`src/rtl/oled_spi_streamer.sv`:
```
// oled_spi_streamer: display-side end of the pixel interface. Performs the SSD1331
// panel reset/power-on, then streams frames forever over 4-wire SPI (mode 0, MSB first).
// Each frame is a 6-byte window command header followed by every pixel as two
// RGB565 bytes. Pixel words are fetched from a combinational upstream via pixel_index.
//
// Ports:
//   clk            system clock
//   reset          synchronous, active-high reset
//   oled_data      RGB565 pixel for the current pixel_index
//   pixel_index    pixel address y*96+x, 0..NUM_PIXELS-1
//   frame_begin    one-cycle pulse on the first cycle of each frame header
//   sample_pixel   one-cycle pulse on the cycle oled_data is captured
//   sending_pixels high while pixel bytes are being streamed
//   oled_cs_n      SPI chip select, active low
//   oled_sclk      SPI clock, idle low
//   oled_mosi      SPI data
//   oled_dc        0 = command byte, 1 = pixel data byte
//   oled_res_n     panel reset, active low
module oled_spi_streamer #(
  parameter int unsigned CLK_DIV      = 4,
  parameter int unsigned RESET_CYCLES = 1000,
  parameter int unsigned FRAME_GAP    = 100,
  // Pixels per frame; 96x64 for the panel. Smaller values only shorten simulation.
  parameter int unsigned NUM_PIXELS   = 6144
) (
  input  logic        clk,
  input  logic        reset,
  input  logic [15:0] oled_data,
  output logic [12:0] pixel_index,
  output logic        frame_begin,
  output logic        sample_pixel,
  output logic        sending_pixels,
  output logic        oled_cs_n,
  output logic        oled_sclk,
  output logic        oled_mosi,
  output logic        oled_dc,
  output logic        oled_res_n
);

  localparam int unsigned DivW    = (CLK_DIV > 1) ? $clog2(CLK_DIV) : 1;
  localparam int unsigned WaitMax = (RESET_CYCLES > FRAME_GAP) ? RESET_CYCLES : FRAME_GAP;
  localparam int unsigned WaitW   = $clog2(WaitMax + 1);

  localparam logic [DivW-1:0]  DivLast = DivW'(CLK_DIV - 1);
  localparam logic [WaitW-1:0] RstLast = WaitW'(RESET_CYCLES - 1);
  localparam logic [WaitW-1:0] GapLast = WaitW'(FRAME_GAP - 1);
  localparam logic [12:0]      PixLast = 13'(NUM_PIXELS - 1);

  typedef enum logic [2:0] {
    StRstHold,
    StInit,
    StFrameCmd,
    StPixels,
    StGap
  } state_e;

  state_e           state_q;
  logic [DivW-1:0]  div_q;
  logic [2:0]       bit_q;
  logic [2:0]       byte_q;
  logic             half_q;   // 0 = high byte of pixel in flight, 1 = low byte
  logic [7:0]       shift_q;
  logic [7:0]       pix_lo_q;
  logic [WaitW-1:0] wait_q;

  logic        shifting;
  logic        byte_end;
  logic        capture;
  logic [12:0] pix_next;
  logic [7:0]  hdr_next;

  assign shifting = (state_q == StInit) || (state_q == StFrameCmd) || (state_q == StPixels);

  // Last clk cycle of a byte: final bit, sclk high phase, divider expiring.
  assign byte_end = shifting && oled_sclk && (div_q == DivLast) && (bit_q == 3'd7);

  // Capture happens at the end of the last header byte (pixel 0) or at the end of a
  // low byte when more pixels remain. pixel_index has already advanced past the pixel
  // in flight, so reading 0 here means the last pixel of the frame was just sent.
  assign capture = byte_end &&
                   (((state_q == StFrameCmd) && (byte_q == 3'd5)) ||
                    ((state_q == StPixels) && half_q && (pixel_index != 13'd0)));

  // Decoded from registered state so the pulse lands exactly on the capture cycle.
  assign sample_pixel = capture;
  assign oled_mosi    = shift_q[7];
  assign pix_next     = (pixel_index == PixLast) ? 13'd0 : pixel_index + 13'd1;

  // Header byte following the one indexed by byte_q (byte 0 is 0x15).
  always_comb begin
    hdr_next = 8'h00;
    case (byte_q)
      3'd0:    hdr_next = 8'h00;
      3'd1:    hdr_next = 8'h5F;
      3'd2:    hdr_next = 8'h75;
      3'd3:    hdr_next = 8'h00;
      3'd4:    hdr_next = 8'h3F;
      default: hdr_next = 8'h00;
    endcase
  end

  always_ff @(posedge clk) begin
    if (reset) begin
      state_q        <= StRstHold;
      div_q          <= '0;
      bit_q          <= 3'd0;
      byte_q         <= 3'd0;
      half_q         <= 1'b0;
      shift_q        <= 8'h00;
      pix_lo_q       <= 8'h00;
      wait_q         <= '0;
      pixel_index    <= 13'd0;
      frame_begin    <= 1'b0;
      sending_pixels <= 1'b0;
      oled_cs_n      <= 1'b1;
      oled_sclk      <= 1'b0;
      oled_dc        <= 1'b0;
      oled_res_n     <= 1'b0;
    end else begin
      frame_begin <= 1'b0;

      // Bit engine; at a byte end bit_q wraps 7->0 and the load below replaces shift_q.
      if (shifting) begin
        if (div_q == DivLast) begin
          div_q     <= '0;
          oled_sclk <= ~oled_sclk;
          if (oled_sclk) begin
            bit_q   <= bit_q + 3'd1;
            shift_q <= {shift_q[6:0], 1'b0};
          end
        end else begin
          div_q <= div_q + 1'b1;
        end
      end

      case (state_q)
        StRstHold: begin
          if (wait_q == RstLast) begin
            oled_res_n <= 1'b1;
            oled_cs_n  <= 1'b0;
            shift_q    <= 8'hAF;
            state_q    <= StInit;
          end else begin
            wait_q <= wait_q + 1'b1;
          end
        end
        StInit: begin
          if (byte_end) begin
            state_q     <= StFrameCmd;
            frame_begin <= 1'b1;
            byte_q      <= 3'd0;
            shift_q     <= 8'h15;
          end
        end
        StFrameCmd: begin
          if (byte_end) begin
            if (byte_q == 3'd5) begin
              state_q        <= StPixels;
              oled_dc        <= 1'b1;
              sending_pixels <= 1'b1;
              half_q         <= 1'b0;
              shift_q        <= oled_data[15:8];
              pix_lo_q       <= oled_data[7:0];
              pixel_index    <= pix_next;
            end else begin
              byte_q  <= byte_q + 3'd1;
              shift_q <= hdr_next;
            end
          end
        end
        StPixels: begin
          if (byte_end) begin
            if (!half_q) begin
              half_q  <= 1'b1;
              shift_q <= pix_lo_q;
            end else if (pixel_index == 13'd0) begin
              state_q        <= StGap;
              oled_cs_n      <= 1'b1;
              oled_dc        <= 1'b0;
              sending_pixels <= 1'b0;
              shift_q        <= 8'h00;
              wait_q         <= '0;
            end else begin
              half_q      <= 1'b0;
              shift_q     <= oled_data[15:8];
              pix_lo_q    <= oled_data[7:0];
              pixel_index <= pix_next;
            end
          end
        end
        StGap: begin
          if (wait_q == GapLast) begin
            state_q     <= StFrameCmd;
            frame_begin <= 1'b1;
            oled_cs_n   <= 1'b0;
            byte_q      <= 3'd0;
            shift_q     <= 8'h15;
          end else begin
            wait_q <= wait_q + 1'b1;
          end
        end
        default: state_q <= StRstHold;
      endcase
    end
  end

endmodule

```
`config.mk`:
```
export PLATFORM = sky130hd
export DESIGN_NAME = oled_spi_streamer
export DESIGN_NICKNAME = d
export VERILOG_FILES = /design/src/rtl/oled_spi_streamer.sv
export SDC_FILE = /design/constraint.sdc
export NUM_CORES = 1
export LEC_CHECK = 0
export CAP_MARGIN = 20
export CORE_AREA = 4 4 81 83
export CTS_CLUSTER_DIAMETER = 100
export DETAILED_ROUTE_END_ITERATION = 12
export DIE_AREA = 0 0 85 87
export GPL_ROUTABILITY_DRIVEN = 0
export HOLD_SLACK_MARGIN = 0.08
export PLACE_DENSITY = 0.86
export SETUP_SLACK_MARGIN = 0.1
export SYNTH_ARGS = -nofsm -noshare
export SYNTH_HDL_FRONTEND = slang
export SYNTH_SLANG_ARGS = --single-unit
```
`constraint.sdc`:
```
create_clock -name clk -period 2.7 [get_ports clk]
set_input_delay 0.27 -clock clk [delete_from_list [all_inputs] [get_ports clk]]
set_output_delay 0.27 -clock clk [all_outputs]
set_load 0.005 [all_outputs]
```
== Word level (Yosys, flattened, before mapping) ==
Cells that the tools add are included.

* Output and inout bits: 21
* Bits of input ports: 18
* Logic and storage cells: 139
* Register bits: 56

* Reductions and logical operators: 26
* Add/sub/neg operators: 5
* Multiplexer cells: 68
* Bitwise gates (word level): 1
* Equality and inequality tests: 25

{| class="wikitable"
|+ Operator list
! operator !! count
|-
| $mux 8 || 16
|-
| $mux 13 || 6
|-
| $mux 10 || 5
|-
| $pmux 8 s5 || 1
|-
| $mux 3 || 12
|-
| $pmux 10 s3 || 1
|-
| $pmux 13 s2 || 1
|-
| $reduce_and 6->1 || 4
|-
| $pmux 7 s3 || 1
|-
| $ne 2x2->1 const B || 10
|-
| $mux 1 || 17
|-
| $pmux 8 s2 || 1
|-
| $pmux 3 s5 || 1
|-
| $add 13x1->13 const B || 1
|-
| $eq 13x13->1 const B || 1
|-
| $logic_not 13->1 || 1
|-
| $reduce_bool 13->1 || 1
|-
| $eq 3x3->1 const B || 4
|-
| $add 10x1->10 const B || 1
|-
| $eq 10x10->1 const B || 1
|-
| $eq 10x7->1 const B || 1
|-
| $eq 3x2->1 const B || 3
|-
| $pmux 3 s3 || 1
|-
| $reduce_and 8->1 || 1
|-
| 18 further kinds || 33
|}

== Longest topological paths before layout ==
Gate-level depths: netlist of the first run.

* Depth in word-level cells: 8
* Depth in mapped cells: 9
* Mapped depth without buffers: 7

== Worst setup path after synthesis of the first run ==
No wires, ideal clock.

* Path type: flip-flop to flip-flop
* From: register bit_q[0]
* To: register pixel_index[12]
* Slack: 0.609 ns
* Arrival time: 1.963 ns
* Buffers on the path: 1
* Clock period less this slack: 2.091 ns
* Setup time: 0.128 ns
* Stages on the path, launching flop included: 9
* Data required time: 2.572 ns
* Cell sequence: dfxtp_1 -> ha_1 -> ha_1 -> nand3_1 -> or4_4 -> buf_6 -> a211oi_1 -> mux2i_1 -> nor2_1

* Cells in the longest elaborated chain, start to end: 4

{| class="wikitable"
|+ RTL lines
! what !! line !! RTL
|-
| from (decl) || 59 || <nowiki>logic [2:0] bit_q;</nowiki>
|-
| from (signal assigned) || 128 || <nowiki>bit_q <= bit_q + 3'd1;</nowiki>
|-
| $eq 3x3->1 (*) || 75 || <nowiki>assign byte_end = shifting && oled_sclk && (div_q == DivLast) && (bit_q == 3'd7);</nowiki>
|-
| $logic_and 1x1->1 (*) || 75 ||
|-
| $ne 2x2->1 (no line) || -- ||
|-
| $reduce_and 6->1 (no line) (*) || -- ||
|-
| to (signal assigned) || 164 || <nowiki>pixel_index <= pix_next;</nowiki>
|-
| to (signal assigned) || 187 || <nowiki>pixel_index <= pix_next;</nowiki>
|-
| to (decl) || 29 || <nowiki>output logic [12:0] pixel_index,</nowiki>
|}

Every way passes the cells marked *; elsewhere a longest branch is shown, timed or not.
A chain may end at the register's enable or synchronous reset.

== Worst setup path after layout of the first run ==
* From: register state_q[1]
* To: output sample_pixel

* Cells in the longest elaborated chain, start to end: 7

{| class="wikitable"
|+ RTL lines
! what !! line !! RTL
|-
| from (decl) || 57 || <nowiki>state_e state_q;</nowiki>
|-
| from (signal assigned) || 104 || <nowiki>state_q <= StRstHold;</nowiki>
|-
| from (signal assigned) || 142 || <nowiki>state_q <= StInit;</nowiki>
|-
| from (signal assigned) || 149 || <nowiki>state_q <= StFrameCmd;</nowiki>
|-
| $eq 3x1->1 or $eq 3x2->1 (tied branches) || 72, 81 ||
|-
| $logic_or 1x1->1 (2 in series) || 72 || <nowiki>assign shifting = (state_q == StInit) || (state_q == StFrameCmd) || (state_q == StPixels);</nowiki>
|-
| $logic_and 1x1->1 (3 in series) || 75 ||
|-
| $logic_and 1x1->1 (*) || 80 || <nowiki>assign capture = byte_end &&</nowiki>
|-
| to (decl) || 31 || <nowiki>output logic sample_pixel,</nowiki>
|}

Marks and branches as above.

==> results of run 1 <==
## Yosys cell counts (4+ instances only)
cell type  count  share of area (%)
mux2_2         5                1.8
dfxtp_1       56                 36
nand3_1       10                1.6
mux2i_1       20                6.4
and3_1         9                1.8
clkbuf_1       8               0.97
nor2b_1        4               0.81
nor3_1        10                1.6
a21oi_1       24                3.9
nand2_1       25                3.0
inv_1         11                1.3
o21ai_0       14                2.3
a21o_1        11                2.7
a22o_1         4                1.1
buf_2          5               0.81
nor2_1        44                5.3
ha_1          10                4.0
xnor2_1       10                2.8
a211oi_1       8                1.9
o211ai_1       4               0.97
a31oi_1       17                3.4
nand4_1        7                1.4
## per-stage QoR
step	instance area, sq um	cells	utilization [%]
5_1_grt	3707	480	63.37
2_1_floorplan	3107	367	-
4_1_cts	3695	479	63.15
6_report	3707	480	63.37
3_3_place_gp	3548	470	60.65
3_5_place_dp	3548	470	60.65
## power groups by stage
stage | registers, W | clock network, W | logic (W)
after floorplan | 0.000872 | 0 | 0.0000649
after global placement | 0.000878 | 0 | 0.000101
after detailed placement | 0.000879 | 0 | 0.000102
after CTS | 0.000860 | 0.000587 | 0.000103
after global routing | 0.000864 | 0.000610 | 0.000113
final | 0.000861 | 0.000585 | 0.000103
## cell type report
type | instances | area (sq um)
Clock inverter | 2 | 38.79
Sequential cell | 56 | 1126
Inverter | 11 | 41.29
Tap cell | 75 | 93.84
Fill cell | 467 | 2143
Clock buffer | 6 | 82.58
Timing Repair Buffer | 49 | 462.9
Multi-Input combinational cell | 281 | 1862
## flip-flops by register name, indices dropped and copies added, names as in the netlist
name         count
pixel_index     13
oled_cs_n        1
oled_res_n       1
pix_lo_q         8
bit_q            3
byte_q           3
shift_q          8
wait_q          10
oled_dc          1
div_q            2
frame_begin      1
state_q          3
half_q           1
oled_sclk        1
## worst paths after layout
kind	start	to	slack (ns)	depth (start not counted)
worst max-delay path	state_q[1]$_SDFFE_PP0P_	sample_pixel	0.16	4
worst min register to register	oled_res_n$_SDFFE_PP0P_	oled_res_n$_SDFFE_PP0P_	0.48	2
worst min-delay path	oled_res_n$_SDFFE_PP0P_	oled_res_n$_SDFFE_PP0P_	0.48	2
worst max register to register	state_q[1]$_SDFFE_PP0P_	pixel_index[9]$_SDFFE_PP0P_	0.51	6
## critical path, delay by kind of cell, from the launching register on
kind / cells / cell delay [ns]
DFF: 1 / 0.45
buffers and inverters: 1 / 0.52
and+or+nand+nor: 2 / 0.90
AOI/OAI and AO/OA: 1 / 0.09
## routing by layer
metal	GRT usage, %	vias up	share of wire (%)
met4	8.345	0	2.8
met3	3.879	21	6.0
met2	34.32	111	46
met5	0	-	0
met1	27.31	1396	45
li1	-	1424	-
## repair_timing
action	4_1_cts	5_1_grt
setup endpoints to repair	1	1
hold buffers	0	0
gates resized for setup	6	1
buffers inserted	1	1
pin swaps	1	0
## logic make-up after synthesis
group,after synthesis,synth area share [%]
fa+ha+maj,10,4.027
xor+xnor,11,3.101
compound gates,100,21.55
buf+inv,30,4.551
simple gates,135,22.43
flops,56,36.09
mux,25,8.256
==> results.toml, run 1 <==
[power]
internal_power_w = 0.001195
pwr-share-clk_pct = 37.8
p_per_area_nw_per_um2 = 417.9
p_sw_w = 0.0003540
pwr-share-seq_pct = 55.6
p_total_w = 0.001549
p_leak_nw = 1.329
power.share.switching_pct = 22.85
ir_drop_v = 0.0002257
power_frac_comb_pct = 6.7

[floorplan]
fp.dieH_um = 87
die_x_um = 85
core_area_sq_um = 5851
die_area_sq_um = 7395
start_util_pct = 53.10
core.rowCount = 28
io-pin-count = 39

[cells_and_area]
n_antenna_cell = 0
drive_gt1_share_pct = 9.877
area_delta_synth_final_pct = 19.33
final_net_count = 432
final_common_cell = "dfxtp_1"
layout_common_cells = "52 x dfxtp_1, 44 x nor2_1, 38 x clkdlybuf4s50_1"

[clock_tree]
path_clk_slew_ns = 0.09
cts_tree = "done"
clk_latency_ns = 0.32
cts_root_buffer = "clkbuf_8"
cts_buffers = 5
clockBufferDepth = 2
numClockSinks = 56
h-tree-depth = 2

[sta]
skew_ns = 0.01158
period_share_pct = 93.98
fmax_ghz = 0.3941
setup_viol = 0
hold_violations = 0
rsz0062_at_grt = "no"
fin_tns_setup_ns = 0
holdWs_ns = 0.4784
slew_violations = 0
worst_pin_slew_ns = 0.5653
finalWorstPathRequiredPeriod_ns = 2.537
setup_ws_ns = 0.1625
relSlewSlack_pct = 62.18

[synth]
synthCells = 367
syn_nets = 395
synth_area_sq_um = 3107
synth.avg_cell_area_sq_um = 8.465
ys_async_sr_fraction_pct = 0
yosys_warnings = 0
synth_edf_count = 0
synth_ff_type = "dfxtp_1"
synth-seq-cells = 56
synth.distinct_cells = 57
ys_seq_area_share_pct = 36.09

[critical_path]
critPathKind = "reg2out"
startpoint_type = "flip-flop"
critical_path.max_stage_delay_ns = 0.52
cp_slowest_cell = "clkdlybuf4s50_1"
crit_fanout = 13
arrival_ns = 2.27
end_kind = "output pin"
crit_chain = "or3b_1, or4_4, o21ai_2, clkdlybuf4s50_1"
cp.required_ns = 2.43

[global_routing]
antenna_found_initial = 0
grt_pass1_vias = 2743
overflow = 0
grt_pass1_wl_um = 12700
grt_max_degree = 45
grt_use_total_pct = 20.97

[run]
drv_cap = 0

[placement]
dp_hpwl_um = 5598
portBuffers = 38
pre_cts_slack_ns = 0.3260

[detailed_routing]
drc = 0
first_iter_violations = 272
firstDrtPassIters = 5
route.detailed.wl_per_inst_um = 16.27
viasPerCell = 6.150
wl_um = 7808
ant_nets = 0
vias = 2952

[run_status]
status = "finished, final reports clean"

[min_path]
hp-class = "reg2reg"
Note: power is estimated with default switching activity, not from simulation.
==> run 2, diff against run 1 <==
GPL_ROUTABILITY_DRIVEN = default   (was 0)
SKIP_CTS_REPAIR_TIMING = 1   (was default)
==> run 2 against run 1 <==
Compared with the run above: utilization is 0.19 points higher; via count is 0.30% higher; maximum frequency is 0.22% higher; critical endpoint unchanged.
==> results.toml, run 2 (synthesis results as in run 1) <==
[run_status]
status = "finished, final reports clean"

[sta]
slew_violations = 0
finalWorstPathRequiredPeriod_ns = 2.532
setup_viol = 0
holdWs_ns = 0.4753
period_share_pct = 93.78
relSlewSlack_pct = 62.30
worst_pin_slew_ns = 0.5634
fin_tns_setup_ns = 0
rsz0062_at_grt = "no"
skew_ns = 0.008251
fmax_ghz = 0.3950
hold_violations = 0

[min_path]
min_path_cells = 2
hold_path.startpoint = "div_q[1]$_SDFFE_PP0N_"
hp-class = "reg2reg"
worstHoldEndpoint = "div_q[1]$_SDFFE_PP0N_"

[cells_and_area]
fin_cells = 480
regMostFlops = "pixel_index"
largestRegisters = "pixel_index: 13 flops, wait_q: 10 flops"
drive_gt1_share_pct = 10.86
largest_reg_flops = 13
area_delta_synth_final_pct = 19.69
final_common_cell = "dfxtp_1"
final_net_count = 432
n_fill_cell = 471
layout_common_cells = "50 x dfxtp_1, 44 x nor2_1, 38 x clkdlybuf4s50_1"
n_antenna_cell = 0

[detailed_routing]
route.detailed.wl_per_inst_um = 16.26
firstDrtPassIters = 6
vias = 2961
ant_nets = 0
first_iter_violations = 261
drc = 0
viasPerCell = 6.169
wl_um = 7807

[global_routing]
grt_max_degree = 45
grt_pass1_wl_um = 12530
overflow = 0
grt_use_total_pct = 20.73
antenna_found_initial = 0
grt_pass1_vias = 2729

[critical_path]
crit_fanout = 7
r2r_start = "wait_q[8]$_SDFFE_PP0P_"
arrival_ns = 2.26
worstReg2RegEnd = "wait_q[8]$_SDFFE_PP0P_"
r2r_cells = 5
end_kind = "output pin"
cp.required_ns = 2.43
startpoint_type = "flip-flop"
critPathKind = "reg2out"
r2r_slack_ns = 0.48

[clock_tree]
cts_tree = "done"
cts_buffers = 5
clockBufferDepth = 2
cts_root_buffer = "clkbuf_8"
numClockSinks = 56
h-tree-depth = 2
clk_latency_ns = 0.31
path_clk_slew_ns = 0.10

[placement]
portBuffers = 38
place_congestion = 0.9319
dp_hpwl_um = 5598
placedCellCount = 470

[floorplan]
core_area_sq_um = 5851
start_util_pct = 53.10
core.rowCount = 28
die_area_sq_um = 7395
die_x_um = 85
fp.dieH_um = 87
io-pin-count = 39

[power]
p_leak_nw = 1.328
ir_drop_v = 0.0002247
p_per_area_nw_per_um2 = 414.7

[run]
drv_cap = 0
run 2: critical path, stage by stage, from the launching register on:
cell and delay [ns]:
dfxtp_1 0.35, inv_1 0.14, ha_4 0.20, nand2_1 0.08
or4_4 0.57, o21ai_2 0.09, clkdlybuf4s50_1 0.52
run 2: how the worst max path moves through the flow:
| stage | start | endpoint | cells past startpoint |
|---|---|---|---|
| after global routing | byte_q[1]$_SDFFE_PP0P_ | sample_pixel | 6 |
| after detailed placement | byte_q[1]$_SDFFE_PP0P_ | sample_pixel | 6 |
| after floorplan | bit_q[0]$_SDFFE_PP0P_ | pixel_index[12]$_SDFFE_PP0P_ | 8 |
| final | byte_q[1]$_SDFFE_PP0P_ | sample_pixel | 6 |
| after CTS | byte_q[1]$_SDFFE_PP0P_ | sample_pixel | 6 |
| after global placement | state_q[1]$_SDFFE_PP0P_ | sample_pixel | 4 |
run 2: per-stage QoR:
stage	instance area [sq um]	power (W)	utilization [%]	worst slack [ns]
final	3719	0.001542	63.56	0.1680
after floorplan	3107	0.0009371	-	0.6092
after global placement	3548	0.0009791	60.65	0.3452
after detailed placement	3548	0.0009817	60.65	0.3260
after CTS	3670	0.001550	62.72	-0.03714
after global routing	3719	0.001586	63.56	0.08617
run 2: area by class of cell:
class | count | area, sq um | share of cell area, %
clock buffer | 6 | 82.58 | 2.221
clock inverter | 2 | 38.79 | 1.043
inverter | 11 | 41.29 | 1.110
multi-input combinational | 281 | 1868 | 50.24
sequential | 56 | 1131 | 30.42
tap | 75 | 93.84 | 2.524
timing repair buffer | 49 | 462.9 | 12.45
run 2: power breakdown:
group | switching [W] | total [W] | leakage (nW) | internal [W]
sequential | 0.0000209 | 0.000860 | 0.455 | 0.000839
combinational | 0.0000522 | 0.000103 | 0.811 | 0.0000511
clock | 0.000275 | 0.000579 | 0.0614 | 0.000304
total | 0.000348 | 0.00154 | 1.33 | 0.00119
run 2: layer usage:
layer	global-route usage, %	part of all wire (%)	vias to the layer above
met1	26.84	43	1367
li1	-	-	1417
met3	4.447	7.7	22
met2	33.40	46	155
met4	8.777	3.2	0
met5	0	0	-
